### config.mk
export PLATFORM = sky130hd
export DESIGN_NAME = hwpe_ctrl_job_dispatcher
export DESIGN_NICKNAME = d
export VERILOG_FILES = /design/src/rtl/hwpe_ctrl_job_dispatcher.sv
export SDC_FILE = /design/constraint.sdc
export NUM_CORES = 1
export LEC_CHECK = 0
export ABC_AREA = 1
export BUFFER_PORTS_ARGS = -buffer_cell sky130_fd_sc_hd__clkbuf_2
export CAP_MARGIN = 20
export CORE_UTILIZATION = 45
export DETAILED_ROUTE_END_ITERATION = 8
export PLACE_DENSITY_LB_ADDON = 0.15
export RECOVER_POWER = 25
export SLEW_MARGIN = 25
export SYNTH_ARGS = -nofsm -noshare
export SYNTH_HDL_FRONTEND = slang
export SYNTH_SLANG_ARGS = --single-unit
export TNS_END_PERCENT = 1
### constraint.sdc
create_clock -name clk_i -period 17.68 [get_ports clk_i]
set_clock_uncertainty 0.15 [all_clocks]
set_input_delay 0.884 -clock clk_i [delete_from_list [all_inputs] [get_ports clk_i]]
set_output_delay 0.884 -clock clk_i [all_outputs]
set_load 0.005 [all_outputs]
### src/rtl/hwpe_ctrl_job_dispatcher.sv
// Autonomous HWPE job sequencer: queues complete descriptors and runs acquire -> register
// programming -> trigger on the control slave's port, bounded by the slave's context count.
module hwpe_ctrl_job_dispatcher #(
  parameter int unsigned N_JOB_REGS      = 8,
  parameter int unsigned FIFO_DEPTH      = 4,
  parameter int unsigned MAX_OUTSTANDING = 2,
  parameter int unsigned ID_WIDTH        = 16,
  parameter int unsigned MASTER_ID       = 1,
  parameter logic [31:0] TRIGGER_ADDR    = 32'h00,
  parameter logic [31:0] ACQUIRE_ADDR    = 32'h04,
  parameter logic [31:0] JOB_BASE_ADDR   = 32'h40,
  parameter int unsigned BACKOFF_CYCLES  = 8,
  localparam int unsigned OW = $clog2(MAX_OUTSTANDING + 1)
) (
  input  logic                       clk_i,
  input  logic                       rst_ni,
  input  logic                       clear_i,
  input  logic                       job_valid_i,
  output logic                       job_ready_o,
  input  logic [N_JOB_REGS-1:0][31:0] job_regs_i,
  output logic                       req_o,
  input  logic                       gnt_i,
  output logic [31:0]                add_o,
  output logic                       wen_o,
  output logic [3:0]                 be_o,
  output logic [31:0]                data_o,
  output logic [ID_WIDTH-1:0]        id_o,
  input  logic                       r_valid_i,
  input  logic [31:0]                r_data_i,
  input  logic                       done_evt_i,
  output logic                       busy_o,
  output logic [OW-1:0]              outstanding_o,
  output logic                       job_done_o,
  output logic                       spurious_o
);

  localparam int unsigned IW = (N_JOB_REGS > 1) ? $clog2(N_JOB_REGS) : 1;
  localparam int unsigned PW = $clog2(FIFO_DEPTH);
  localparam int unsigned BW = (BACKOFF_CYCLES > 1) ? $clog2(BACKOFF_CYCLES) : 1;

  typedef enum logic [2:0] {IDLE, ACQ_REQ, ACQ_WAIT, BACKOFF, WRITE, TRIG} state_e;

  state_e             state_q, state_d;
  logic [IW-1:0]      idx_q, idx_d;
  logic [BW-1:0]      bo_q, bo_d;
  logic               drop_q, drop_d;
  logic [PW:0]        wptr_q, wptr_d, rptr_q, rptr_d;
  logic [OW-1:0]      out_q, out_d;
  logic               spur_q, spur_d, jd_q, jd_d;
  logic               req_q, req_d, wen_q, wen_d;
  logic [31:0]        add_q, add_d, data_q, data_d;

  logic [N_JOB_REGS-1:0][31:0] fifo_q [FIFO_DEPTH];
  logic [N_JOB_REGS-1:0][31:0] head;
  logic full, empty, push, pop;

  assign full  = (wptr_q[PW] != rptr_q[PW]) && (wptr_q[PW-1:0] == rptr_q[PW-1:0]);
  assign empty = (wptr_q == rptr_q);
  assign push  = job_valid_i && !full && !clear_i;
  assign pop   = (state_q == TRIG) && gnt_i && !clear_i;
  assign head  = fifo_q[rptr_q[PW-1:0]];

  always_ff @(posedge clk_i) begin
    if (push) fifo_q[wptr_q[PW-1:0]] <= job_regs_i;
  end

  always_comb begin
    wptr_d = wptr_q + {{PW{1'b0}}, push};
    rptr_d = rptr_q + {{PW{1'b0}}, pop};
    if (clear_i) begin
      wptr_d = '0;
      rptr_d = '0;
    end
  end

  // FSM; drop_q marks an acquire read still in flight from before a clear, so its
  // late response is not mistaken for the answer to a fresh acquire.
  always_comb begin
    state_d = state_q;
    idx_d   = idx_q;
    bo_d    = bo_q;
    drop_d  = drop_q;
    if (drop_q && r_valid_i) drop_d = 1'b0;
    unique case (state_q)
      IDLE:     if (!empty && (out_q < OW'(MAX_OUTSTANDING))) state_d = ACQ_REQ;
      ACQ_REQ:  if (gnt_i) state_d = ACQ_WAIT;
      ACQ_WAIT: if (r_valid_i && !drop_q) begin
                  if (r_data_i[31]) begin
                    state_d = BACKOFF;
                    bo_d    = BW'(BACKOFF_CYCLES - 1);
                  end else begin
                    state_d = WRITE;
                    idx_d   = '0;
                  end
                end
      BACKOFF:  if (bo_q == '0) state_d = ACQ_REQ;
                else bo_d = bo_q - BW'(1);
      WRITE:    if (gnt_i) begin
                  if (idx_q == IW'(N_JOB_REGS - 1)) state_d = TRIG;
                  else idx_d = idx_q + IW'(1);
                end
      TRIG:     if (gnt_i) state_d = IDLE;
      default:  state_d = IDLE;
    endcase
    if (clear_i) begin
      state_d = IDLE;
      idx_d   = '0;
      bo_d    = '0;
      drop_d  = (drop_q && !r_valid_i) || ((state_q == ACQ_WAIT) && !r_valid_i)
                || ((state_q == ACQ_REQ) && gnt_i);
    end
  end

  // Bus outputs are registered from the next state so they change only on a grant.
  always_comb begin
    req_d  = (state_d == ACQ_REQ) || (state_d == WRITE) || (state_d == TRIG);
    wen_d  = 1'b0;
    add_d  = '0;
    data_d = '0;
    unique case (state_d)
      ACQ_REQ: begin
        wen_d = 1'b1;
        add_d = ACQUIRE_ADDR;
      end
      WRITE: begin
        add_d  = JOB_BASE_ADDR + (32'(idx_d) << 2);
        data_d = head[idx_d];
      end
      TRIG:    add_d = TRIGGER_ADDR;
      default: ;
    endcase
  end

  always_comb begin
    out_d  = out_q;
    spur_d = spur_q || (done_evt_i && (out_q == '0));
    jd_d   = done_evt_i && (out_q != '0);
    if (pop && !done_evt_i)                     out_d = out_q + OW'(1);
    else if (!pop && done_evt_i && out_q != '0) out_d = out_q - OW'(1);
    if (clear_i) begin
      out_d  = '0;
      spur_d = 1'b0;
      jd_d   = 1'b0;
    end
  end

  always_ff @(posedge clk_i or negedge rst_ni) begin
    if (!rst_ni) begin
      state_q <= IDLE;
      idx_q   <= '0;
      bo_q    <= '0;
      drop_q  <= 1'b0;
      wptr_q  <= '0;
      rptr_q  <= '0;
      out_q   <= '0;
      spur_q  <= 1'b0;
      jd_q    <= 1'b0;
      req_q   <= 1'b0;
      wen_q   <= 1'b0;
      add_q   <= '0;
      data_q  <= '0;
    end else begin
      state_q <= state_d;
      idx_q   <= idx_d;
      bo_q    <= bo_d;
      drop_q  <= drop_d;
      wptr_q  <= wptr_d;
      rptr_q  <= rptr_d;
      out_q   <= out_d;
      spur_q  <= spur_d;
      jd_q    <= jd_d;
      req_q   <= req_d;
      wen_q   <= wen_d;
      add_q   <= add_d;
      data_q  <= data_d;
    end
  end

  logic unused_rdata;
  assign unused_rdata = ^r_data_i[30:0];

  assign job_ready_o   = !full;
  assign req_o         = req_q;
  assign wen_o         = wen_q;
  assign add_o         = add_q;
  assign data_o        = data_q;
  assign be_o          = 4'hF;
  assign id_o          = ID_WIDTH'(MASTER_ID);
  assign busy_o        = (state_q != IDLE) || (out_q != '0);
  assign outstanding_o = out_q;
  assign job_done_o    = jd_q;
  assign spurious_o    = spur_q;

endmodule

==> results.yml <==
global_route:
  grt_max_degree: 219
  grt_first_pass_wirelength_um: 173000
  track_usage_pct: 24.23
  vias_in_the_first_global_route: 25698
  global_route.overflow_total: 0
  antenna_violations_before_repair: 34
hold_path:
  hold_path_class: "in -> async"
critical_path:
  critical_path.slowest_cell: "buf_4"
  worst-setup-path-type: "reg -> reg"
  worstSetupStartpointType: "flop"
  slowest_delay_ns: 0.77
  worstPathMaxFanout: 127
  r2r.worst_path.cells: 10
  crit-reg2reg-capture: "fifo_q[2][52]"
  cp_data_required_time_ns: 17.84
  timing.critical_path.to: "fifo_q[2][52]"
  worstSetupEndpointType: "flop"
  reg2reg_from: "rptr_q[1]"
  timing.critical_path.cells: "inv_8 > nand2_1 > a21oi_2 > nand2_1 > nand3_1 > nor3_2 > buf_4 > buf_4 > buf_12 > buf_4"
  critical_path.startpoint: "rptr_q[1]"
  cp.arrival_ns: 5.38
  setup.reg_to_reg.worst_slack_ns: 12.46
  cp_common_cell: "buf_4"
cells_and_area:
  post_route_cells_drive_above_1_share_pct: 10.10
  final_net_count: 3991
  area.growth.synth_to_final_pct: 13.63
run_status:
  outcome: "finished, final reports clean"
clocking:
  number_of_buffers_between_clock_root_and_the_deepest_sink: 3
  cts_root_buf: "clkbuf_16"
  post_cts_hold_buffer_count: 0
  cts_tree: "done"
  number_of_buffers_created_by_cts: 112
  cts.sink_count: 1082
  cts.htree.levels: 3
  post-cts-setup-buffers: 0
  clock_latency_ns: 0.69
  cts_repair_resizes: 0
  clkTransAtPathRegs_ns: 0.06
routing:
  vias: 27802
  via_per_inst: 5.492
  detailedRoute.firstPassIterationCount: 5
  drc: 0
  wirelength_um: 120100
  routedWlPerCell_um: 23.74
  drt_iter0_markers: 2497
  drt.antenna.violating_nets: 0
placed_design:
  number_of_buffers_added_on_ports: 307
  dp_hpwl_um: 68990
  pre_cts_setup_slack_ns: 11.91
  gp_congestion: 0.7926
synth:
  synth_most_common_cell: "edfxtp_1"
  ys_seq_area_share_pct: 74.26
  synthTopCellsByCount: "edfxtp_1 (1024), nand2_1 (569), nor2_1 (431)"
  post_synth_instance_area_um2: 43360
  avgSynthCellArea_um2: 12.52
  synth_enable_flop_cells: 1024
  synthesized_instance_count: 3464
  synth-async-reset-ratio_pct: 5.360
  synth-seq-cells: 1082
  synthFlopType: "edfxtp_1"
  yosys.area.top_type_share_pct: 70.91
  synth_area_leaders: "edfxtp_1 (71%), nand3_1 (4.9%), nand2_1 (4.9%)"
  synth_largest_area_cell: "edfxtp_1"
  synthesis.yosys.warnings: 0
  synth_cell_type_count: 36
floorplanning:
  core-area_um2: 95150
  dieHeight_um: 312.4
  rows: 113
  die_area_um2: 97600
  chipWidth_um: 312.4
  num_io_pins: 387
  initial_utilization_pct: 45.57
timing:
  setup_violation_total_in_the_final_timing_report: 0
  slew_worst_pin_ns: 1.066
  final-max-slew-violation-count: 0
  setup-tns-final_ns: 0
  final.hold.worst_slack_ns: 0.1411
  post-route-period-util_pct: 29.52
  layout_min_cycle_time_ns: 5.220
  postLayoutSetupSlackWorst_ns: 12.46
  hold_violations: 0
  grt_setup_unrepaired: "no"
  worst_slew_margin_rel_pct: 28.94
  max_freq_ghz: 0.1916
pwr:
  total_power_uw: 5415
  p_leak_uw: 0.01741
  power_density_nw_per_um2: 109.9
  power.ir.vdd_worst_mv: 0.08908
job:
  cap_violations: 0
[registers in the layout, summed over array words and instances, names as in the netlist]
| signal | count |
|---|---|
| wptr_q | 3 |
| bo_q | 3 |
| rptr_q | 3 |
| req_o | 1 |
| add_o | 4 |
| state_q | 3 |
| wen_o | 1 |
| data_o | 32 |
| fifo_q | 1024 |
| drop_q | 1 |
| outstanding_o | 2 |
| job_done_o | 1 |
| idx_q | 3 |
| spurious_o | 1 |
[how the worst min path moves through the flow]
stage | from | to | slack (ns) | cells after the start
floorplan | wptr_q[2] | wptr_q[2] | 0.30 | 1
global placement | bo_q[2] | bo_q[2] | 0.32 | 1
detailed placement | rptr_q[2] | rptr_q[2] | 0.33 | 1
CTS | rst_ni | rptr_q[2] | 0.14 | 1
global route | rst_ni | outstanding_o[0] | 0.20 | 1
finish | rst_ni | wptr_q[2] | 0.14 | 1
[per-stage QoR]
step	cells	utilization [%]	area [um^2]
after floorplan	3510	-	43530
after global placement	4837	48.00	45680
after detailed placement	4838	48.03	45700
after CTS	5046	51.89	49370
after global routing	5057	51.77	49260
final	5062	51.78	49270
[critical path, delay by kind of cell, from the launching register on]
kind / cells / cell delay (ns)
AO/OA/AOI/OAI: 1 / 0.07
buffers and inverters: 5 / 3.02
flip-flops: 1 / 0.71
AND/OR/NAND/NOR: 4 / 0.69
[per-layer routing]
| layer | global-route usage [%] | vias up | share of wire, % | wire length, um |
|---|---|---|---|---|
| met4 | 8.668 | 34 | 2.9 | 3507 |
| met2 | 34.91 | 950 | 44 | 52640 |
| met3 | 6.556 | 171 | 8.7 | 10440 |
| met1 | 35.27 | 13717 | 44 | 53360 |
| li1 | - | 12930 | - | - |
| met5 | 0 | - | 0.16 | 197 |
[cells in the final DEF (no fill, tap or decap), types with 19 or more instances in the layout]
| cell type | Yosys | final |
|---|---|---|
| nor2_1 | 431 | 431 |
| clkbuf_1 | 113 | 181 |
| edfxtp_1 | 1024 | 1024 |
| buf_4 | 58 | 34 |
| o22a_1 | 64 | 64 |
| nand2_1 | 569 | 568 |
| clkbuf_16 | 0 | 113 |
| clkinv_1 | 0 | 19 |
| inv_1 | 32 | 32 |
| conb_1 | 2 | 48 |
| o21ai_0 | 378 | 378 |
| nand3_1 | 427 | 427 |
| dfrtp_1 | 58 | 56 |
| o22ai_1 | 130 | 130 |
| clkbuf_2 | 0 | 154 |
[where the power goes]
part | leakage, uW | switching [uW] | total, uW | internal [uW]
registers | 0.0101 | 14.5 | 2880 | 2870
logic | 0.00554 | 138 | 193 | 55.8
clock network | 0.00178 | 964 | 2340 | 1370
[final cells by class]
class,count,area [um^2]
diodes,14,35.03
clock buffers,152,3074
clock inverters,56,593.1
fillers,8236,45880
inverters,38,171.4
multi-input cells,2105,9787
flip-flops and latches,1082,32210
well taps,1265,1583
repair buffers,350,1819
[logic make-up after synthesis]
family / share of synthesized area (%)
buf+inv: 3.662
flops: 74.26
simple gates: 13.88
xor+xnor: 0.06061
other cells: 0.01732
compound gates: 7.921
fa+ha+maj: 0.2020
(Power assumes the default switching activity.)
